File: src/rtl/data_mem_unit.sv
// ---------------------------------------------------------------------------
// data_mem_unit
//   Data-memory stage for the accumulator datapath. Holds the data RAM and a
//   three-state access FSM (IDLE -> ACCESS -> RESP) with a configurable number
//   of wait states before the array access edge. Loads return data on
//   mem_rdata, which feeds the accumulator's memory input. Stores take their
//   data from the accumulator output.
//
// Parameters
//   DATA_W       data width (matches accumulator width)
//   ADDR_W       address width
//   DEPTH        implemented words; legal addresses 0..DEPTH-1
//   WAIT_STATES  extra ACCESS cycles before the array access edge (0..15)
//
// Ports
//   clk          rising-edge clock
//   rst_n        asynchronous active-low reset
//   req_valid    access request from control
//   req_write    1 = store, 0 = load
//   req_addr     word address
//   req_wdata    store data
//   req_ready    unit is IDLE and accepts req_valid this cycle
//   stall        high whenever the unit is not IDLE (freezes the PC)
//   mem_rdata    last load result, held between loads
//   load_done    1-cycle pulse, mem_rdata is new this cycle
//   store_done   1-cycle pulse, store completed (or discarded)
//   addr_err     1-cycle pulse alongside a done pulse when addr >= DEPTH
// ---------------------------------------------------------------------------
module data_mem_unit #(
  parameter int DATA_W      = 8,
  parameter int ADDR_W      = 8,
  parameter int DEPTH       = 256,
  parameter int WAIT_STATES = 0
) (
  input  logic              clk,
  input  logic              rst_n,
  input  logic              req_valid,
  input  logic              req_write,
  input  logic [ADDR_W-1:0] req_addr,
  input  logic [DATA_W-1:0] req_wdata,
  output logic              req_ready,
  output logic              stall,
  output logic [DATA_W-1:0] mem_rdata,
  output logic              load_done,
  output logic              store_done,
  output logic              addr_err
);

  localparam int IDX_W = (DEPTH > 1) ? $clog2(DEPTH) : 1;

  typedef enum logic [1:0] {
    IDLE   = 2'd0,
    ACCESS = 2'd1,
    RESP   = 2'd2
  } state_t;

  state_t            state;
  state_t            state_nxt;
  logic [3:0]        cnt;
  logic              op_write;
  logic [ADDR_W-1:0] op_addr;
  logic [DATA_W-1:0] op_wdata;
  logic              access_now;
  logic              op_legal;
  logic [IDX_W-1:0]  op_idx;

  logic [DATA_W-1:0] ram [DEPTH];

  function automatic logic addr_legal(input logic [ADDR_W-1:0] a);
    return (32'(a) < 32'(DEPTH));
  endfunction

  assign req_ready  = (state == IDLE);
  assign stall      = (state != IDLE);
  assign access_now = (state == ACCESS) && (cnt == 4'd0);
  assign op_legal   = addr_legal(op_addr);
  assign op_idx     = op_addr[IDX_W-1:0];

  // State register
  always_ff @(posedge clk or negedge rst_n) begin
    if (!rst_n) begin
      state <= IDLE;
    end else begin
      state <= state_nxt;
    end
  end

  // Next-state decode
  always_comb begin
    state_nxt = state;
    case (state)
      IDLE:    if (req_valid) state_nxt = ACCESS;
      ACCESS:  if (cnt == 4'd0) state_nxt = RESP;
      RESP:    state_nxt = IDLE;
      default: state_nxt = IDLE;
    endcase
  end

  // Wait counter, load result and response pulses. The pulses are set on the
  // access edge so they are registered and high for exactly the RESP cycle.
  always_ff @(posedge clk or negedge rst_n) begin
    if (!rst_n) begin
      cnt        <= 4'd0;
      mem_rdata  <= '0;
      load_done  <= 1'b0;
      store_done <= 1'b0;
      addr_err   <= 1'b0;
    end else begin
      if (state == IDLE && req_valid) begin
        cnt <= 4'(WAIT_STATES);
      end else if (state == ACCESS && cnt != 4'd0) begin
        cnt <= cnt - 4'd1;
      end
      if (access_now && !op_write) begin
        mem_rdata <= op_legal ? ram[op_idx] : '0;
      end
      load_done  <= access_now && !op_write;
      store_done <= access_now && op_write;
      addr_err   <= access_now && !op_legal;
    end
  end

  // Request capture at accept; later changes on req_* cannot reach an
  // in-flight transaction.
  always_ff @(posedge clk) begin
    if (state == IDLE && req_valid) begin
      op_write <= req_write;
      op_addr  <= req_addr;
      op_wdata <= req_wdata;
    end
  end

  // RAM write. A reset forces IDLE asynchronously, so an aborted store never
  // reaches this edge.
  always_ff @(posedge clk) begin
    if (access_now && op_write && op_legal) begin
      ram[op_idx] <= op_wdata;
    end
  end

endmodule

File: config.mk
export PLATFORM = sky130hd
export DESIGN_NAME = data_mem_unit
export DESIGN_NICKNAME = d
export VERILOG_FILES = /design/src/rtl/data_mem_unit.sv
export SDC_FILE = /design/constraint.sdc
export NUM_CORES = 2
export LEC_CHECK = 0
export BUFFER_PORTS_ARGS = -buffer_cell sky130_fd_sc_hd__buf_2
export CAP_MARGIN = 5
export CELL_PAD_IN_SITES_DETAIL_PLACEMENT = 1
export CELL_PAD_IN_SITES_GLOBAL_PLACEMENT = 2
export CORE_MARGIN = 2
export CORE_UTILIZATION = 30
export DETAILED_ROUTE_END_ITERATION = 16
export PLACE_DENSITY = 0.51
export SYNTH_ARGS = -nofsm -noshare
export SYNTH_HDL_FRONTEND = slang
export SYNTH_SLANG_ARGS = --single-unit
File: constraint.sdc
create_clock -name clk -period 5.53 [get_ports clk]
set_input_delay 0 -clock clk [delete_from_list [all_inputs] [get_ports clk]]
set_output_delay 0 -clock clk [all_outputs]
set_load 0.1 [all_outputs]
# ---- After elaboration in Yosys (flattened, before gate mapping)
# Memory sizes are Yosys's and may differ from the RTL's. A register that Yosys moved wholly into a read port is not among the register bits.
# Index checks and enable logic that the tools add are counted.
dict set report totals {
  ff_bits 25
  ram_bits 2048
  input_bits 20
  output_inout_bits 13
  word_cells 32
  n_memories 1
}
# name words word_bits read_ports rd_ports_with_merged_regs write_ports line_no
set mem_list {}
lappend mem_list {ram 256 8 1 1 1 67} ;# logic [DATA_W-1:0] ram [DEPTH];
dict set report classes {
  n_addsub 1
  eq_ne 3
  mux 7
  n_reduce_logical 13
}
# cell count
set op_table {}
lappend op_table {{$mux 4} 2}
lappend op_table {{$logic_and 1x1->1} 5}
lappend op_table {{$logic_not 4->1} 1}
lappend op_table {{$mux 2} 2}
lappend op_table {{$ne 2x2->1 const B} 2}
lappend op_table {{$pmux 2 s2} 1}
lappend op_table {{$reduce_bool 2->1} 2}
lappend op_table {{$reduce_bool 4->1} 1}
lappend op_table {{$sub 4x1->4 const B} 1}
lappend op_table {{$eq 2x1->1 const B} 1}
lappend op_table {{$logic_not 1->1} 2}
lappend op_table {{$logic_not 2->1} 1}
lappend op_table {{$mux 1} 2}
lappend op_table {{$reduce_and 2->1} 1}

# ---- Depth between registers and ports, before layout
dict set report depth {
  word_depth 5
  depth_mapped 13
  depth_no_buf 9
}

# ---- Least setup slack after synthesis
# No wires, ideal clock.
dict set report synth_timing {
  path_kind {reg-to-reg}
  start {register op_wdata[0]}
  end {memory ram[0][0] (data pin)}
  setup_time_ns 0.817
  arrival_time_ns 3.228
  required_time_ns 4.713
  setup_slack_ns 1.484
  stages_incl_launch_ff 1
  n_path_buf 0
  period_less_slack_ns 4.046
  cell_sequence {edfxtp_1}
}
# item line_no
set synth_lines {}
lappend synth_lines {{from (decl)} 62} ;# logic [DATA_W-1:0] op_wdata;
lappend synth_lines {{from (signal assigned)} 129} ;# op_wdata <= req_wdata;
lappend synth_lines {{to (decl)} 67}
# Straight into the memory's write port.

==> metrics.md <==
| Metric | Value |
|---|---|
| Initial Util | `30.2%` |
| Post-CTS Setup Bufs | `0` |
| R2R cell count | `10` |
| LEAKAGE | `28.7 nW` |
| First-pass GRT wire length | `363 mm` |
| Syn Inst Count | `3893` |
| Die Wd | `523 µm` |
| Vias in the first global route | `42600` |
| H-tree depth | `4` |
| Placeable Area | `268000 µm²` |
| R2r setup slk | `1.12 ns` |
| Wire per inst | `33.3 µm` |
| Hold WS | `0.129 ns` |
| Synth Flop Type | `edfxtp_1` |
| Multiplexer share of the synthesized area | `15.1%` |
| Post-Synth XOR/XNOR Area | `0.0325%` |
| CTS Sinks | `2081` |
| TritonRoute pass-1 iters | `7` |
| Routed wire length | `261 mm` |
| Max-capacitance violation count | `0` |
| Clock-pin slew on the worst setup and hold paths | `0.06 ns` |
| Commonest non-fill, non-tap cell in the layout | `edfxtp_1` |
| R2R Path End | `mem_rdata[2]` |
| Fin crit share | `79.7%` |
| Syn Area/Cell | `20.8 µm²` |
| Bufs on Longest Clock Path | `3` |
| Pre-CTS setup slack | `1.11 ns` |
| Post-synth EDFFs | `2065` |
| Pwr dens | `422 nW/µm²` |
| Post-synthesis simple-gate area fraction | `3.26%` |
| Filler instances | `26100` |
| Final Critical Period | `4.41 ns` |
| Endpoint class of the critical path | `flip-flop` |
| Max Fanout on Critical Path | `36` |
| Final Skew | `0.0461 ns` |
| Initial drt markers | `3733` |
| Synthesized cell area | `80800 µm²` |
| Setup CP Type | `flip-flop to flip-flop` |
| Hold Crit Class | `input port to async pin` |
| Die area | `274000 µm²` |
| Die height | `523 µm` |
| Area delta synth->final | `15.3%` |
| Clock root cell | `clkbuf_16` |
| Gp weighted congestion | `0.784` |
| Final Slew Violations | `0` |
| Share of cells above drive strength 1 | `24.0%` |
| Hold Violations, Final | `0` |
| DRC viols | `0` |
| Routed Antenna Nets | `0` |
| Worst setup margin | `1.12 ns` |
| Compound-Gate Fraction of Synth Area | `2.66%` |
| CTS buffer count | `223` |
| Startpoint types | `flip-flop` |
| Worst-Margin Slew | `1.33 ns` |
| Slew HR | `11.4%` |
| Total track usage | `19.1%` |
| Synthesized Nets | `3914` |
| Seq/Total Area, Yosys | `77.2%` |
| DR vias | `40400` |
| Arr. time, crit path | `5.14 ns` |
| Combinational family with the most area after synthesis | `multiplexers` |
| Vias per inst | `5.13` |
| Peak VDD IR | `0.402 mV` |
| Commonest non-fill, non-tap cells in the layout | `2065 x edfxtp_1, 467 x mux4_2, 302 x nor2_1, 225 x clkbuf_16, 143 x nand2_1` |
| Synth cell types | `66` |
| Initial antenna violation count | `20` |
| Fmax | `227 MHz` |
| # port buffers | `31` |
| I/O pins | `33` |
| Required @ worst endpoint | `6.26 ns` |
| CTS tree | `built` |
| Post-layout nets | `4136` |
| Critical R2R Launch | `op_addr[0]` |
| Worst skew pair latency | `0.89 ns` |
| Largest net degree at the start of global routing | `196` |
| Std cell rows | `190` |
| Setup TNS Final | `0 ns` |
| Design Power | `0.0394 W` |
| Fraction of registers with async set/reset | `0.769%` |
| Outcome | `completed` |
| Adder-cell share of the synthesized area | `0.0155%` |
| FF+latch count, synth | `2081` |
| GR Overflow Total | `0` |
| Final setup vio count | `0` |
| YS warnings | `0` |
| DP HPWL | `162 mm` |
| RSZ-0062 raised after global routing | `no` |
==> worst max path at each step <==
stage                      startpoint            to  slack, ns
after detailed placement   op_addr[0]  mem_rdata[2]       1.11
after floorplan           op_wdata[0]     ram[0][0]       1.48
final                      op_addr[0]  mem_rdata[2]       1.12
after global placement     op_addr[1]  mem_rdata[7]       0.98
after global routing           cnt[0]   ram[125][5]       1.00
after CTS                  op_addr[0]  mem_rdata[2]       1.07
==> critical path: stages, from the launching register on <==
cell,delay (ns)
edfxtp_1,0.80
buf_12,0.32
buf_12,0.31
buf_4,0.28
buf_4,0.31
mux4_2,0.57
mux2i_1,0.19
a32o_1,0.28
a2111oi_1,0.16
nor4_1,0.75
a21oi_1,0.13
==> cell families after synthesis <==
kind of cell	after synthesis
AO/OA/AOI/OAI	306
XOR/XNOR	3
adder cells (fa/ha/maj)	1
buffers and inverters	249
flip-flops	2081
multiplexers	635
other	1
AND/OR/NAND/NOR	617
==> report_power, final <==
part	internal [W]	total [W]	switching [W]
Sequential	0.0182	0.0183	0.000193
Clock	0.00807	0.0145	0.00641
Combinational	0.00198	0.00654	0.00456
==> per-layer routing <==
| metal | global-route usage, % | up-vias | part of all wire (%) |
|---|---|---|---|
| met2 | 31.3 | 1123 | 48 |
| met4 | 4.76 | 0 | 2.3 |
| li1 | - | 16600 | - |
| met1 | 26.8 | 22300 | 45 |
| met5 | 0 | - | 0 |
| met3 | 2.56 | 268 | 4.7 |
==> registers in the layout, indices dropped and copies added, names as in the netlist <==
| signal | count |
|---|---|
| state | 2 |
| mem_rdata | 8 |
| ram | 2048 |
| op_addr | 8 |
| op_write | 1 |
| load_done | 1 |
| store_done | 1 |
| cnt | 4 |
| op_wdata | 8 |
==> synth_stat cells, types with 15 or more instances <==
cell type | count | area (µm²)
edfxtp_1 | 2065 | 62000
mux4_2 | 467 | 10500
nor2_1 | 304 | 1140
nand2_1 | 159 | 597
mux2i_1 | 142 | 1420
clkbuf_1 | 98 | 368
a22oi_1 | 70 | 526
nand3_1 | 62 | 310
buf_2 | 59 | 295
o22ai_1 | 53 | 332
buf_4 | 37 | 278
a21oi_1 | 33 | 165
o21ai_0 | 32 | 160
buf_6 | 29 | 327
mux2_2 | 26 | 293
a32oi_1 | 19 | 166
a31oi_1 | 18 | 113
nor3_1 | 17 | 85.1
dfrtp_1 | 16 | 400
nor2b_1 | 15 | 93.8
==> stage by stage <==
step | utilization (%) | cells | instance area [µm²]
finish | 34.8 | 7861 | 93200
floorplan | - | 3893 | 80800
global route | 34.8 | 7859 | 93200
CTS | 34.8 | 7858 | 93200
detailed placement | 32.0 | 7404 | 85800
global placement | 32.0 | 7403 | 85800
==> area by class of cell <==
type,count,area (µm²),area share [%]
diodes,3,7.51,0.00806
inverters,13,56.3,0.0604
repair buffers,233,2140,2.30
flip-flops and latches,2081,62400,67.0
multi-input cells,1563,17200,18.4
well taps,3552,4440,4.77
clock inverters,147,1180,1.27
clock buffers,269,5800,6.22
==> timing repair <==
item | 4_1_cts | 5_1_grt
resized for setup | 0 | 0
hold buffers | 38 | 0
endpoints found under the hold margin | 46 | 0
No activity file was read; power rests on OpenSTA's default activity.
